`config.mk`:
```
export PLATFORM = sky130hd
export DESIGN_NAME = music_sequencer
export DESIGN_NICKNAME = d
export VERILOG_FILES = /design/src/rtl/music_seq_pkg.sv /design/src/rtl/music_sequencer_seq_step_timer.sv /design/src/rtl/music_sequencer.sv
export SDC_FILE = /design/constraint.sdc
export NUM_CORES = 1
export LEC_CHECK = 0
export CAP_MARGIN = 20
export CORE_ASPECT_RATIO = 0.9
export CORE_MARGIN = 2
export CORE_UTILIZATION = 38
export CTS_BUF_LIST = sky130_fd_sc_hd__clkbuf_16
export DETAILED_ROUTE_END_ITERATION = 6
export HOLD_SLACK_MARGIN = 0.02
export SETUP_SLACK_MARGIN = 0.15
export SLEW_MARGIN = 20
export SYNTH_ARGS = -nofsm -noshare
export SYNTH_HDL_FRONTEND = slang
export SYNTH_HIERARCHICAL = 1
export SYNTH_SLANG_ARGS = --single-unit
export TNS_END_PERCENT = 5
```
`constraint.sdc`:
```
create_clock -name clk -period 7.3 [get_ports clk]
set_input_delay 1.825 -clock clk [delete_from_list [all_inputs] [get_ports clk]]
set_output_delay 1.825 -clock clk [all_outputs]
set_load 0.02 [all_outputs]
```
`src/rtl/music_seq_pkg.sv`:
```
// Shared types and constants for the music sequencer.
package music_seq_pkg;

    localparam int unsigned SEQ_ENTRY_W = 29;

    // Score entry layout: {rest, volume, len, freq}; len == 0 marks END.
    typedef struct packed {
        logic        rest;
        logic [7:0]  volume;
        logic [3:0]  len;
        logic [15:0] freq;
    } score_entry_t;

    typedef enum logic [1:0] {
        IDLE,
        NOTE,
        GAP
    } seq_state_t;

    localparam logic [15:0] G4_FREQ  = 16'd4208;
    localparam logic [15:0] DS4_FREQ = 16'd3339;
    localparam logic [15:0] AS4_FREQ = 16'd5005;

endpackage

```
`src/rtl/music_sequencer_seq_step_timer.sv`:
```
// Tempo step timer: counts 0..STEP_CYCLES-1 and flags the last cycle of each step.
// With MUSIC_SEQ_GAP_EN defined it also flags the cycle before the articulation gap.
module seq_step_timer #(
    parameter int unsigned STEP_CYCLES = 3125000,
    parameter int unsigned GAP_CYCLES  = 312500
) (
    input  logic clk,
    input  logic rstn,
    input  logic clear_i,
`ifdef MUSIC_SEQ_GAP_EN
    output logic gap_o,
`endif
    output logic tick_o
);

    localparam int unsigned CntW = (STEP_CYCLES > 1) ? $clog2(STEP_CYCLES) : 1;

    logic [CntW-1:0] cnt_q;

    assign tick_o = (cnt_q == CntW'(STEP_CYCLES - 1));
`ifdef MUSIC_SEQ_GAP_EN
    // Last cycle before the final GAP_CYCLES cycles of a step.
    assign gap_o  = (cnt_q == CntW'(STEP_CYCLES - 1 - GAP_CYCLES));
`endif

    // Step counter; wraps on tick, forced to zero by clear.
    always_ff @(posedge clk or negedge rstn) begin
        if (!rstn) begin
            cnt_q <= '0;
        end else if (clear_i || tick_o) begin
            cnt_q <= '0;
        end else begin
            cnt_q <= cnt_q + 1'b1;
        end
    end

endmodule

```
`src/rtl/music_sequencer.sv`:
```
// Score-RAM driven note sequencer feeding one audio_multichannel channel.
// Optional articulation gap: define MUSIC_SEQ_GAP_EN.
module music_sequencer
    import music_seq_pkg::*;
#(
    parameter int unsigned STEP_CYCLES = 3125000,
    parameter int unsigned SCORE_DEPTH = 32,
    parameter int unsigned GAP_CYCLES  = 312500
) (
    input  logic                           clk,
    input  logic                           rstn,
    input  logic                           wr_en_i,
    input  logic [$clog2(SCORE_DEPTH)-1:0] wr_addr_i,
    input  logic [SEQ_ENTRY_W-1:0]         wr_data_i,
    input  logic                           start_i,
    input  logic                           stop_i,
    input  logic                           loop_i,
    output logic                           ch_en_o,
    output logic [15:0]                    ch_freq_o,
    output logic [7:0]                     ch_volume_o,
    output logic                           busy_o,
    output logic                           done_o,
    output logic [$clog2(SCORE_DEPTH)-1:0] step_idx_o
);

    localparam int unsigned IdxW = $clog2(SCORE_DEPTH);

    score_entry_t    ram [SCORE_DEPTH];
    seq_state_t      state_q, state_d;
    score_entry_t    entry_q, entry_d;
    logic [IdxW-1:0] idx_q, idx_d, idx_inc, load_idx;
    logic [3:0]      steps_q, steps_d;
    logic            en_q, en_d, busy_q, busy_d, done_q, done_d;
    logic [15:0]     freq_q, freq_d;
    logic [7:0]      vol_q, vol_d;
    logic            load, tick, last_step, note_last, last_idx, timer_clear;
`ifdef MUSIC_SEQ_GAP_EN
    logic            gap_start;
`endif

    assign idx_inc   = idx_q + 1'b1;
    assign last_idx  = (idx_q == IdxW'(SCORE_DEPTH - 1));
    assign last_step = (steps_q == entry_q.len - 4'd1);
    assign note_last = tick && last_step;

    // Timers restart on every entry load and stay cleared while idle.
    assign timer_clear = load || (state_d == IDLE);

    seq_step_timer #(
        .STEP_CYCLES (STEP_CYCLES),
        .GAP_CYCLES  (GAP_CYCLES)
    ) u_timer (
        .clk     (clk),
        .rstn    (rstn),
        .clear_i (timer_clear),
`ifdef MUSIC_SEQ_GAP_EN
        .gap_o   (gap_start),
`endif
        .tick_o  (tick)
    );

    // Score RAM write port; reads are asynchronous.
    always_ff @(posedge clk) begin
        if (wr_en_i) begin
            ram[wr_addr_i] <= score_entry_t'(wr_data_i);
        end
    end

    // Next-state, entry loading and registered output values.
    always_comb begin
        state_d  = state_q;
        entry_d  = entry_q;
        idx_d    = idx_q;
        steps_d  = steps_q;
        en_d     = en_q;
        freq_d   = freq_q;
        vol_d    = vol_q;
        busy_d   = busy_q;
        done_d   = 1'b0;
        load     = 1'b0;
        load_idx = '0;
        unique case (state_q)
            IDLE: begin
                if (start_i && !stop_i) begin
                    if (ram[0].len == 4'd0) begin
                        done_d = 1'b1;
                    end else begin
                        load = 1'b1;
                    end
                end
            end
            NOTE, GAP: begin
                if (stop_i) begin
                    state_d = IDLE;
                    en_d    = 1'b0;
                    busy_d  = 1'b0;
                    steps_d = '0;
                end else if (note_last) begin
                    if (!last_idx && ram[idx_inc].len != 4'd0) begin
                        load     = 1'b1;
                        load_idx = idx_inc;
                    end else if (loop_i && ram[0].len != 4'd0) begin
                        load = 1'b1;
                    end else begin
                        state_d = IDLE;
                        en_d    = 1'b0;
                        busy_d  = 1'b0;
                        done_d  = 1'b1;
                        steps_d = '0;
                    end
                end else begin
                    if (tick) begin
                        steps_d = steps_q + 4'd1;
                    end
`ifdef MUSIC_SEQ_GAP_EN
                    if (state_q == NOTE && !entry_q.rest && last_step && gap_start) begin
                        state_d = GAP;
                        en_d    = 1'b0;
                    end
`endif
                end
            end
            default: state_d = IDLE;
        endcase
        // A rest keeps the previous frequency word on the channel.
        if (load) begin
            state_d = NOTE;
            entry_d = ram[load_idx];
            idx_d   = load_idx;
            steps_d = '0;
            busy_d  = 1'b1;
            en_d    = ~ram[load_idx].rest;
            vol_d   = ram[load_idx].volume;
            if (!ram[load_idx].rest) begin
                freq_d = ram[load_idx].freq;
            end
        end
    end

    // State and output registers.
    always_ff @(posedge clk or negedge rstn) begin
        if (!rstn) begin
            state_q <= IDLE;
            entry_q <= '0;
            idx_q   <= '0;
            steps_q <= '0;
            en_q    <= 1'b0;
            freq_q  <= '0;
            vol_q   <= '0;
            busy_q  <= 1'b0;
            done_q  <= 1'b0;
        end else begin
            state_q <= state_d;
            entry_q <= entry_d;
            idx_q   <= idx_d;
            steps_q <= steps_d;
            en_q    <= en_d;
            freq_q  <= freq_d;
            vol_q   <= vol_d;
            busy_q  <= busy_d;
            done_q  <= done_d;
        end
    end

    assign ch_en_o     = en_q;
    assign ch_freq_o   = freq_q;
    assign ch_volume_o = vol_q;
    assign busy_o      = busy_q;
    assign done_o      = done_q;
    assign step_idx_o  = idx_q;

endmodule

```
==> report_table.html, run 1 <==
<table>
<tr><th>Metric</th><th>Value</th></tr>
<tr><th colspan="2">Floorplan</th></tr>
<tr><td>Area enclosed by the die boundary</td><td>110000 sq um</td></tr>
<tr><td>Y dimension of the die</td><td>~310 um</td></tr>
<tr><td>Starting density of the core</td><td>between 30% and 40%</td></tr>
<tr><td>Die Wd</td><td>349 um</td></tr>
<tr><td>IO Count</td><td>a little over 70</td></tr>
<tr><td>Std-Cell Core Area</td><td>106000 sq um</td></tr>
<tr><td>Std cell rows</td><td>113</td></tr>
<tr><th colspan="2">Clock network</th></tr>
<tr><td>Clock latency reported for the late side of the worst-skew pair</td><td>about 700 ps</td></tr>
<tr><td>CTS tree</td><td>done</td></tr>
<tr><td>Number of buffers created by CTS</td><td>100</td></tr>
<tr><td>Hold bufs inserted after CTS</td><td>0</td></tr>
<tr><td>Clock Sink Count</td><td>992</td></tr>
<tr><td>Clock slew at the register clock pins of the worst setup and hold paths</td><td>60 ps</td></tr>
<tr><td>Buffers from clock root to sink, at most</td><td>3</td></tr>
<tr><td>Root buffer cell</td><td>clkbuf_16</td></tr>
<tr><td>Number of gates resized after CTS</td><td>0</td></tr>
<tr><td>Number of setup buffers added after CTS</td><td>0</td></tr>
<tr><td>Deepest level of the CTS H-tree</td><td>3</td></tr>
<tr><th colspan="2">Synth</th></tr>
<tr><td>Unique masters post-synth</td><td>104</td></tr>
<tr><td>Share of flip-flops with an asynchronous set or reset</td><td>6.45%</td></tr>
<tr><td>Flops &amp; latches, synth</td><td>992</td></tr>
<tr><td>Mapped cell area</td><td>40700 sq um</td></tr>
<tr><td>Post-Syn Instances</td><td>2692</td></tr>
<tr><td>Synthesis Warnings</td><td>6</td></tr>
<tr><td>Mean cell area of the mapped netlist</td><td>15.1 sq um</td></tr>
<tr><td>Dominant register cell in the synthesized netlist</td><td>edfxtp_1</td></tr>
<tr><td>Post-synthesis sequential area ratio</td><td>72.5%</td></tr>
<tr><td>Syn nets</td><td>2740</td></tr>
<tr><td>Number of enable-type register cells in the synthesized netlist</td><td>928</td></tr>
<tr><th colspan="2">Drt</th></tr>
<tr><td>Number of DRC markers in iteration 0</td><td>around 3500</td></tr>
<tr><td>Via/cell ratio</td><td>6.09</td></tr>
<tr><td>Detailed Routing Iterations Pass 1</td><td>7</td></tr>
<tr><td>Routed wire per std cell</td><td>29.3 um</td></tr>
<tr><td>Routed vias</td><td>around 26000</td></tr>
<tr><td>Final wirelength</td><td>124 mm</td></tr>
<tr><td>Remaining DRCs</td><td>2</td></tr>
<tr><td>Post-DRT Antenna Nets</td><td>0</td></tr>
<tr><th colspan="2">Power and ir drop</th></tr>
<tr><td>Net Sw Frac</td><td>about 22%</td></tr>
<tr><td>Maximum resistive drop on vdd</td><td>0.175 mV</td></tr>
<tr><td>Relative contribution of combinational cells to total power</td><td>5.5%</td></tr>
<tr><td>Total Power Consumption</td><td>12100 uW</td></tr>
<tr><td>Leakage</td><td>0.0143 uW</td></tr>
<tr><td>Internal power component</td><td>between 9000 and 10000 uW</td></tr>
<tr><td>Power density over the cells</td><td>approximately 260 nW/um^2</td></tr>
<tr><td>Sw Pwr</td><td>2720 uW</td></tr>
<tr><td>Share of power burned in registers</td><td>53.7%</td></tr>
<tr><td>Part of the power in the clock network</td><td>40.8%</td></tr>
<tr><th colspan="2">Status</th></tr>
<tr><td>Run status</td><td>finished, violations left</td></tr>
<tr><td>Failing checks</td><td>DRC</td></tr>
<tr><th colspan="2">GRT</th></tr>
<tr><td>First-pass GRT wire length</td><td>177 mm</td></tr>
<tr><td>Overall track demand over capacity in global routing</td><td>between 20 and 25%</td></tr>
<tr><td>Largest net degree at the start of global routing</td><td>113</td></tr>
<tr><td>Remaining global-route overflow</td><td>0</td></tr>
<tr><td>Vias in the first global route</td><td>roughly 25000</td></tr>
<tr><td>Antenna violations before repair</td><td>3</td></tr>
<tr><th colspan="2">Layout</th></tr>
<tr><td>Final cell count without fillers</td><td>4249</td></tr>
<tr><td>Post-layout net count</td><td>between 2000 and 3000</td></tr>
<tr><td>Utilization of the core after routing</td><td>43.9%</td></tr>
<tr><td>Area Growth Syn to Fin</td><td>14.1%</td></tr>
<tr><td>Share of post-route cells with drive strength above 1</td><td>14.5%</td></tr>
<tr><td>Most common library cell in the layout ignoring fill and taps</td><td>edfxtp_1</td></tr>
<tr><td>Highest-count cells in the layout ignoring fill and taps</td><td>928 x edfxtp_1, 222 x nor2_1, 128 x o22ai_1, 119 x mux2i_1, 102 x clkbuf_16</td></tr>
<tr><th colspan="2">Setup path</th></tr>
<tr><td>Setup CP Type</td><td>register to register</td></tr>
<tr><td>Required @ worst endpoint</td><td>7830 ps</td></tr>
<tr><td>Highest-delay cell along the critical path</td><td>nand3_2</td></tr>
<tr><td>Critical path data arrival time</td><td>6010 ps</td></tr>
<tr><td>Largest delay contributor family on the critical path</td><td>compound AO/OA/AOI/OAI gates</td></tr>
<tr><td>Crit-path max FO</td><td>112</td></tr>
<tr><td>Kind of launch point of the worst setup path</td><td>register</td></tr>
<tr><td>CP Capture Type</td><td>register</td></tr>
<tr><td>Worst Path Buf+Inv</td><td>2</td></tr>
<tr><td>Critical-path cell list</td><td>ha_4 &gt; buf_12 &gt; nand2b_2 &gt; o22ai_1 &gt; a211oi_1 &gt; nor3_2 &gt; o211a_1 &gt; buf_4 &gt; nand3_2 &gt; o21ai_1 &gt; nor3_1 &gt; a2111oi_0 &gt; a31oi_1</td></tr>
<tr><td>Peak per-stage delay on the critical path</td><td>around 730 ps</td></tr>
<tr><th colspan="2">Timing</th></tr>
<tr><td>Setup skew after layout</td><td>20.2 ps</td></tr>
<tr><td>Portion of the clock cycle consumed by the worst path in the final layout</td><td>75.0%</td></tr>
<tr><td>Tmin final</td><td>5480 ps</td></tr>
<tr><td>Sum Neg Setup Slack</td><td>0 ps</td></tr>
<tr><td>FMAX</td><td>0.183 GHz</td></tr>
<tr><td>Count of endpoints failing hold in the final timing report</td><td>0</td></tr>
<tr><td>Final setup violation count</td><td>0</td></tr>
<tr><td>Worst hold margin</td><td>519 ps</td></tr>
<tr><td>RSZ-0062 raised after global routing</td><td>false</td></tr>
<tr><td>Slew @ Worst Pin</td><td>1080 ps</td></tr>
<tr><td>Relative slew margins</td><td>27.9%</td></tr>
<tr><td>Max-slew violations</td><td>0</td></tr>
<tr><th colspan="2">Placement</th></tr>
<tr><td>Port buffer count</td><td>71</td></tr>
<tr><td>Hpwl dp</td><td>74.5 mm</td></tr>
<tr><td>Placer Congestion</td><td>0.876</td></tr>
<tr><td>Number of placed instances with taps included</td><td>4059</td></tr>
<tr><th colspan="2">Min path</th></tr>
<tr><td>Type of the tightest min-delay check</td><td>register to register</td></tr>
<tr><th colspan="2">Run</th></tr>
<tr><td>Maxcap violations</td><td>0</td></tr>
</table>
power groups by stage:
stage                     clock, uW  sequential, uW  combinational (uW)
final                          4950            6510                 666
after detailed placement          0            6640                 673
after CTS                      5000            6520                 675
after floorplan                   0            6640                 232
after global placement            0            6630                 653
after global routing           5220            6520                 717
worst reg2reg max path: stages (launching register included):
cell	delay, ps
dfrtp_4	710
ha_4	650
buf_12	510
nand2b_2	210
o22ai_1	190
a211oi_1	90
nor3_2	380
o211a_1	320
buf_4	370
nand3_2	740
o21ai_1	410
nor3_1	80
a2111oi_0	540
a31oi_1	150
sequential cells by signal, summed over array words and instances (netlist names), 2 cells and up:
signal and cells:
state_q 2, steps_q 4, ch_volume_o 8, step_idx_o 5, u_timer/cnt_q 22, ch_freq_o 16, ram 928, entry_q 4
cells in the mapped netlist (19+ instances only):
cell	n	area share (%)
mux2i_1	119	2.9
nor4_1	53	0.82
a2111oi_0	22	0.47
mux2_2	72	2.0
nor2_1	257	2.4
a21oi_1	61	0.75
buf_2	54	0.66
edfxtp_1	928	69
o221ai_1	21	0.45
a211oi_1	93	1.7
nand3_1	37	0.46
nand2b_1	24	0.37
nor3_1	49	0.60
inv_1	20	0.18
nor2b_1	30	0.46
nand2_1	100	0.92
o22ai_1	128	2.0
a221oi_1	41	0.88
o21ai_0	90	1.1
dfrtp_1	64	3.9
nand4_1	19	0.29
clkbuf_1	79	0.73
cell type report:
class                           count  area, sq um
Tap cell                         1380         1730
Multi-Input combinational cell   1513        10700
Inverter                           22         82.6
Clock inverter                     86          599
Fill cell                        9270        59400
Sequential cell                   992        29500
Antenna cell                        2         5.00
Clock buffer                      102         2550
Timing Repair Buffer              152         1270
stage by stage:
step	instance area, sq um	setup slack (ps)
6_report	46400	1820
5_1_grt	46400	1560
4_1_cts	46500	1850
3_5_place_dp	43300	1610
3_3_place_gp	43300	1670
2_1_floorplan	40700	3170
worst paths after layout:
| kind | start | slack (ps) | cells past startpoint | end |
|---|---|---|---|---|
| min reg2reg | u_timer/cnt_q[0]$_DFF_PN0_ | 520 | 1 | u_timer/cnt_q[0]$_DFF_PN0_ |
| max in group asynchronous | rstn | 4970 | 2 | step_idx_o[0]$_DFFE_PN0P_ |
| min | u_timer/cnt_q[0]$_DFF_PN0_ | 520 | 1 | u_timer/cnt_q[0]$_DFF_PN0_ |
| max reg2reg | step_idx_o[0]$_DFFE_PN0P_ | 1820 | 13 | ch_freq_o[14]$_DFFE_PN0P_ |
| min in group asynchronous | rstn | 1130 | 1 | ch_freq_o[2]$_DFFE_PN0P_ |
| max | step_idx_o[0]$_DFFE_PN0P_ | 1820 | 13 | ch_freq_o[14]$_DFFE_PN0P_ |
layer usage:
layer  global-route usage [%]  wire (um)  vias to the layer above
li1                         -          -                    11000
met1                     31.6      52200                    13200
met2                     34.8      57200                     1442
met3                     4.02      11300                      238
met4                     6.97       3690                        2
met5                        0         13                        -
cell families (layout without fill, tap and decap cells):
kind of cell,Yosys count,after routing,share of synthesized area [%]
fa+ha+maj,8,8,0.246
flops,992,992,72.5
buf+inv,187,362,2.08
xor+xnor,24,24,0.662
mux,198,198,5.31
simple gates,648,648,7.98
other cells,0,2,0
compound gates,635,635,11.3
Power figures use the tool's default switching activity.
==> inputs of run 2 (changes only) <==
==> constraint.sdc (replaced) <==
create_clock -name clk -period 5 [get_ports clk]
set_input_delay 1.25 -clock clk [delete_from_list [all_inputs] [get_ports clk]]
set_output_delay 1.25 -clock clk [all_outputs]
set_load 0.02 [all_outputs]
==> run 2 against run 1 <==
Compared with the run above: the run now ends clean; non-clock buffer count up 44; power up 48%; first-iteration DRC count up 5.0%; clock-buffer cell count up 2; clock skew up 10 ps; register-to-register slack worse by 1400 ps; die area unchanged; wire length up 1.0%; maximum frequency up 19%; global-route usage up 0.32 points; largest cell class unchanged; highest routed layer is now met4.
==> report_table.html, run 2 (same netlist as run 1, synthesis figures left out) <==
<table>
<tr><th>Metric</th><th>Value</th></tr>
<tr><th colspan="2">Clock network</th></tr>
<tr><td>CTS tree</td><td>done</td></tr>
<tr><td>Buffers from clock root to sink, at most</td><td>3 (unchanged)</td></tr>
<tr><td>Deepest level of the CTS H-tree</td><td>3 (unchanged)</td></tr>
<tr><td>Number of buffers created by CTS</td><td>102 (+2.0%)</td></tr>
<tr><td>Clock slew at the register clock pins of the worst setup and hold paths</td><td>60 ps (about the same)</td></tr>
<tr><td>Number of gates resized after CTS</td><td>0 (unchanged)</td></tr>
<tr><td>Clock latency reported for the late side of the worst-skew pair</td><td>680 ps (about the same)</td></tr>
<tr><td>Number of setup buffers added after CTS</td><td>0 (unchanged)</td></tr>
<tr><td>Root buffer cell</td><td>clkbuf_16</td></tr>
<tr><td>Clock Sink Count</td><td>992 (unchanged)</td></tr>
<tr><td>Hold bufs inserted after CTS</td><td>0 (unchanged)</td></tr>
<tr><th colspan="2">Timing</th></tr>
<tr><td>Relative slew margins</td><td>29.6% (+1.7 points)</td></tr>
<tr><td>Max-slew violations</td><td>0 (unchanged)</td></tr>
<tr><td>Tmin final</td><td>4580 ps (-893 ps)</td></tr>
<tr><td>Sum Neg Setup Slack</td><td>0 ps (unchanged)</td></tr>
<tr><td>Setup skew after layout</td><td>30.3 ps (+10.1 ps)</td></tr>
<tr><td>RSZ-0062 raised after global routing</td><td>false</td></tr>
<tr><td>Final setup violation count</td><td>0 (unchanged)</td></tr>
<tr><td>Portion of the clock cycle consumed by the worst path in the final layout</td><td>91.7% (+17 points)</td></tr>
<tr><td>Final Worst Setup Slack</td><td>415 ps (-1410 ps)</td></tr>
<tr><td>FMAX</td><td>0.218 GHz (+19%)</td></tr>
<tr><td>Count of endpoints failing hold in the final timing report</td><td>0 (unchanged)</td></tr>
<tr><td>Slew @ Worst Pin</td><td>1050 ps (-26.4 ps)</td></tr>
<tr><td>Worst hold margin</td><td>536 ps (+17.6 ps)</td></tr>
<tr><th colspan="2">Floorplan</th></tr>
<tr><td>Std cell rows</td><td>113 (unchanged)</td></tr>
<tr><td>Std-Cell Core Area</td><td>106000 sq um (unchanged)</td></tr>
<tr><td>Die Wd</td><td>349 um (unchanged)</td></tr>
<tr><td>Starting density of the core</td><td>38.5% (unchanged)</td></tr>
<tr><td>Area enclosed by the die boundary</td><td>110000 sq um (unchanged)</td></tr>
<tr><td>Y dimension of the die</td><td>314 um (unchanged)</td></tr>
<tr><td>IO Count</td><td>72 (unchanged)</td></tr>
<tr><th colspan="2">Placement</th></tr>
<tr><td>Placer Congestion</td><td>0.920 (+5.0%)</td></tr>
<tr><td>Hpwl dp</td><td>73.7 mm (-0.97%)</td></tr>
<tr><td>Minimum setup slack after placement</td><td>222 ps (-1390 ps)</td></tr>
<tr><td>Port buffer count</td><td>71 (unchanged)</td></tr>
<tr><th colspan="2">Power and ir drop</th></tr>
<tr><td>Maximum resistive drop on vdd</td><td>0.269 mV (+54%)</td></tr>
<tr><td>Relative contribution of combinational cells to total power</td><td>5.4% (about the same)</td></tr>
<tr><td>Part of the power in the clock network</td><td>41.8% (+1.0 points)</td></tr>
<tr><td>Internal power component</td><td>14000 uW (+49%)</td></tr>
<tr><td>Leakage</td><td>0.0146 uW (+2.5%)</td></tr>
<tr><td>Power density over the cells</td><td>383 nW/um^2 (+46%)</td></tr>
<tr><td>Net Sw Frac</td><td>22.1% (-0.32 points)</td></tr>
<tr><td>Sw Pwr</td><td>3980 uW (+46%)</td></tr>
<tr><td>Share of power burned in registers</td><td>52.8% (-0.9 points)</td></tr>
<tr><th colspan="2">Setup path</th></tr>
<tr><td>Launching point of the worst reg2reg path</td><td>step_idx_o[1]$_DFFE_PN0P_</td></tr>
<tr><td>Critical path data arrival time</td><td>5160 ps (-850 ps)</td></tr>
<tr><td>Crit-path max FO</td><td>59 (-47%)</td></tr>
<tr><td>Endpoint of the most critical setup path</td><td>entry_q[17]$_DFFE_PN0P_</td></tr>
<tr><td>Worst Reg-to-Reg Cells</td><td>12 (-1)</td></tr>
<tr><td>Setup CP Type</td><td>register to register</td></tr>
<tr><td>Worst reg2reg setup slack</td><td>420 ps (-1410 ps)</td></tr>
<tr><td>RR Endpoint</td><td>entry_q[17]$_DFFE_PN0P_</td></tr>
<tr><td>Required @ worst endpoint</td><td>5580 ps (-2250 ps)</td></tr>
<tr><td>Kind of launch point of the worst setup path</td><td>register</td></tr>
<tr><td>CP Capture Type</td><td>register</td></tr>
<tr><td>CP startpoint</td><td>step_idx_o[1]$_DFFE_PN0P_</td></tr>
<tr><th colspan="2">GRT</th></tr>
<tr><td>Overall track demand over capacity in global routing</td><td>22.6% (+0.32 points)</td></tr>
<tr><td>Antenna violations before repair</td><td>2 (-1)</td></tr>
<tr><td>Remaining global-route overflow</td><td>0 (unchanged)</td></tr>
<tr><td>Largest net degree at the start of global routing</td><td>156 (+38%)</td></tr>
<tr><td>Vias in the first global route</td><td>25600 (+1.3%)</td></tr>
<tr><td>First-pass GRT wire length</td><td>180 mm (+1.5%)</td></tr>
<tr><th colspan="2">Layout</th></tr>
<tr><td>Area Growth Syn to Fin</td><td>15.7%</td></tr>
<tr><td>Register containing the most flip-flops in the final layout</td><td>ram</td></tr>
<tr><td>Share of post-route cells with drive strength above 1</td><td>15.5% (+1.0 points)</td></tr>
<tr><td>Post-layout net count</td><td>2875 (+1.6%)</td></tr>
<tr><td>Largest register FFs</td><td>928 (unchanged)</td></tr>
<tr><td>Sequential standard cell area</td><td>29500 sq um (unchanged)</td></tr>
<tr><td>Multi-input logic area</td><td>10700 sq um (about the same)</td></tr>
<tr><td>Filler cell count</td><td>9152 (-1.3%)</td></tr>
<tr><td>Most common library cell in the layout ignoring fill and taps</td><td>edfxtp_1</td></tr>
<tr><td>Highest-count cells in the layout ignoring fill and taps</td><td>928 x edfxtp_1, 223 x nor2_1, 128 x o22ai_1, 119 x mux2i_1, 110 x buf_4</td></tr>
<tr><th colspan="2">Min path</th></tr>
<tr><td>Type of the tightest min-delay check</td><td>register to register</td></tr>
<tr><th colspan="2">Drt</th></tr>
<tr><td>Post-DRT Antenna Nets</td><td>0 (unchanged)</td></tr>
<tr><td>Via/cell ratio</td><td>6.11 (+0.44%)</td></tr>
<tr><td>Routed wire per std cell</td><td>29.3 um (about the same)</td></tr>
<tr><td>Final wirelength</td><td>126 mm (+1.0%)</td></tr>
<tr><td>Remaining DRCs</td><td>0 (-2)</td></tr>
<tr><td>Number of DRC markers in iteration 0</td><td>3713 (+5.0%)</td></tr>
<tr><td>Detailed Routing Iterations Pass 1</td><td>6 (-1)</td></tr>
<tr><td>Routed vias</td><td>26300 (+1.5%)</td></tr>
<tr><th colspan="2">Run</th></tr>
<tr><td>Maxcap violations</td><td>0 (unchanged)</td></tr>
<tr><th colspan="2">Status</th></tr>
<tr><td>Run status</td><td>complete, no violations</td></tr>
</table>
[run 2: changes by cell type in the layout (fill, tap and decap cells not counted), sizes merged, moves of 4 or more]
cell	change
clkinv	-5
buf	+39
clkinvlp	-4
inv	+6
clkdlybuf4s50	+5
bufinv	+4
[run 2: per-stage QoR]
stage | area (sq um) | utilization, % | instances | total power, uW
6_report | 47000 | 44.5 | 4295 | 18000
5_1_grt | 47000 | 44.5 | 4295 | 18500
4_1_cts | 47100 | 44.5 | 4293 | 18100
3_5_place_dp | 43800 | 41.4 | 4102 | 10700
3_3_place_gp | 43800 | 41.4 | 4102 | 10600
2_1_floorplan | 40700 | - | 2692 | 10000
[run 2: worst min-delay path by stage]
| stage | cells after the start | start | slack (ps) | end |
|---|---|---|---|---|
| after floorplan | 1 | u_timer/cnt_q[0]$_DFF_PN0_ | 480 | u_timer/cnt_q[0]$_DFF_PN0_ |
| after global placement | 1 | u_timer/cnt_q[0]$_DFF_PN0_ | 500 | u_timer/cnt_q[0]$_DFF_PN0_ |
| after detailed placement | 1 | u_timer/cnt_q[0]$_DFF_PN0_ | 530 | u_timer/cnt_q[0]$_DFF_PN0_ |
| after CTS | 1 | u_timer/cnt_q[0]$_DFF_PN0_ | 540 | u_timer/cnt_q[0]$_DFF_PN0_ |
| after global routing | 1 | u_timer/cnt_q[0]$_DFF_PN0_ | 560 | u_timer/cnt_q[0]$_DFF_PN0_ |
| final | 1 | u_timer/cnt_q[0]$_DFF_PN0_ | 540 | u_timer/cnt_q[0]$_DFF_PN0_ |
[run 2: cell type report]
type / count / share of cell area (%)
clock buffer: 104 / 5.53
multi-input combinational: 1513 / 22.7
clock inverter: 87 / 1.51
timing repair buffer: 196 / 3.77
antenna: 1 / 0.00532
inverter: 22 / 0.176
sequential: 992 / 62.6
tap: 1380 / 3.67
[run 2: power by group through the flow]
stage	registers, uW	logic (uW)	clock network, uW
floorplan	9690	338	0
global placement	9670	958	0
detailed placement	9680	978	0
CTS	9510	980	7610
global route	9520	1040	7950
finish	9500	972	7520
[run 2: routing by layer]
layer | wire (um) | track usage, % | share of wire [%] | vias up
li1 | - | - | - | 11100
met3 | 12300 | 4.22 | 9.8 | 246
met1 | 51700 | 32.1 | 41 | 13400
met2 | 57600 | 35.1 | 46 | 1502
met5 | 0 | 0 | 0 | -
met4 | 4130 | 7.29 | 3.3 | 0
[run 2: critical path, stage by stage (launching register included)]
cell and delay [ps]:
dfrtp_1 500, ha_4 590, buf_12 310, a21oi_1 70, a211oi_1 390, nor3_2 150, o211a_1 460, nand2_2 160
buf_4 690, nand2_1 140, a311oi_1 700, a311oi_1 90, o211ai_1 120
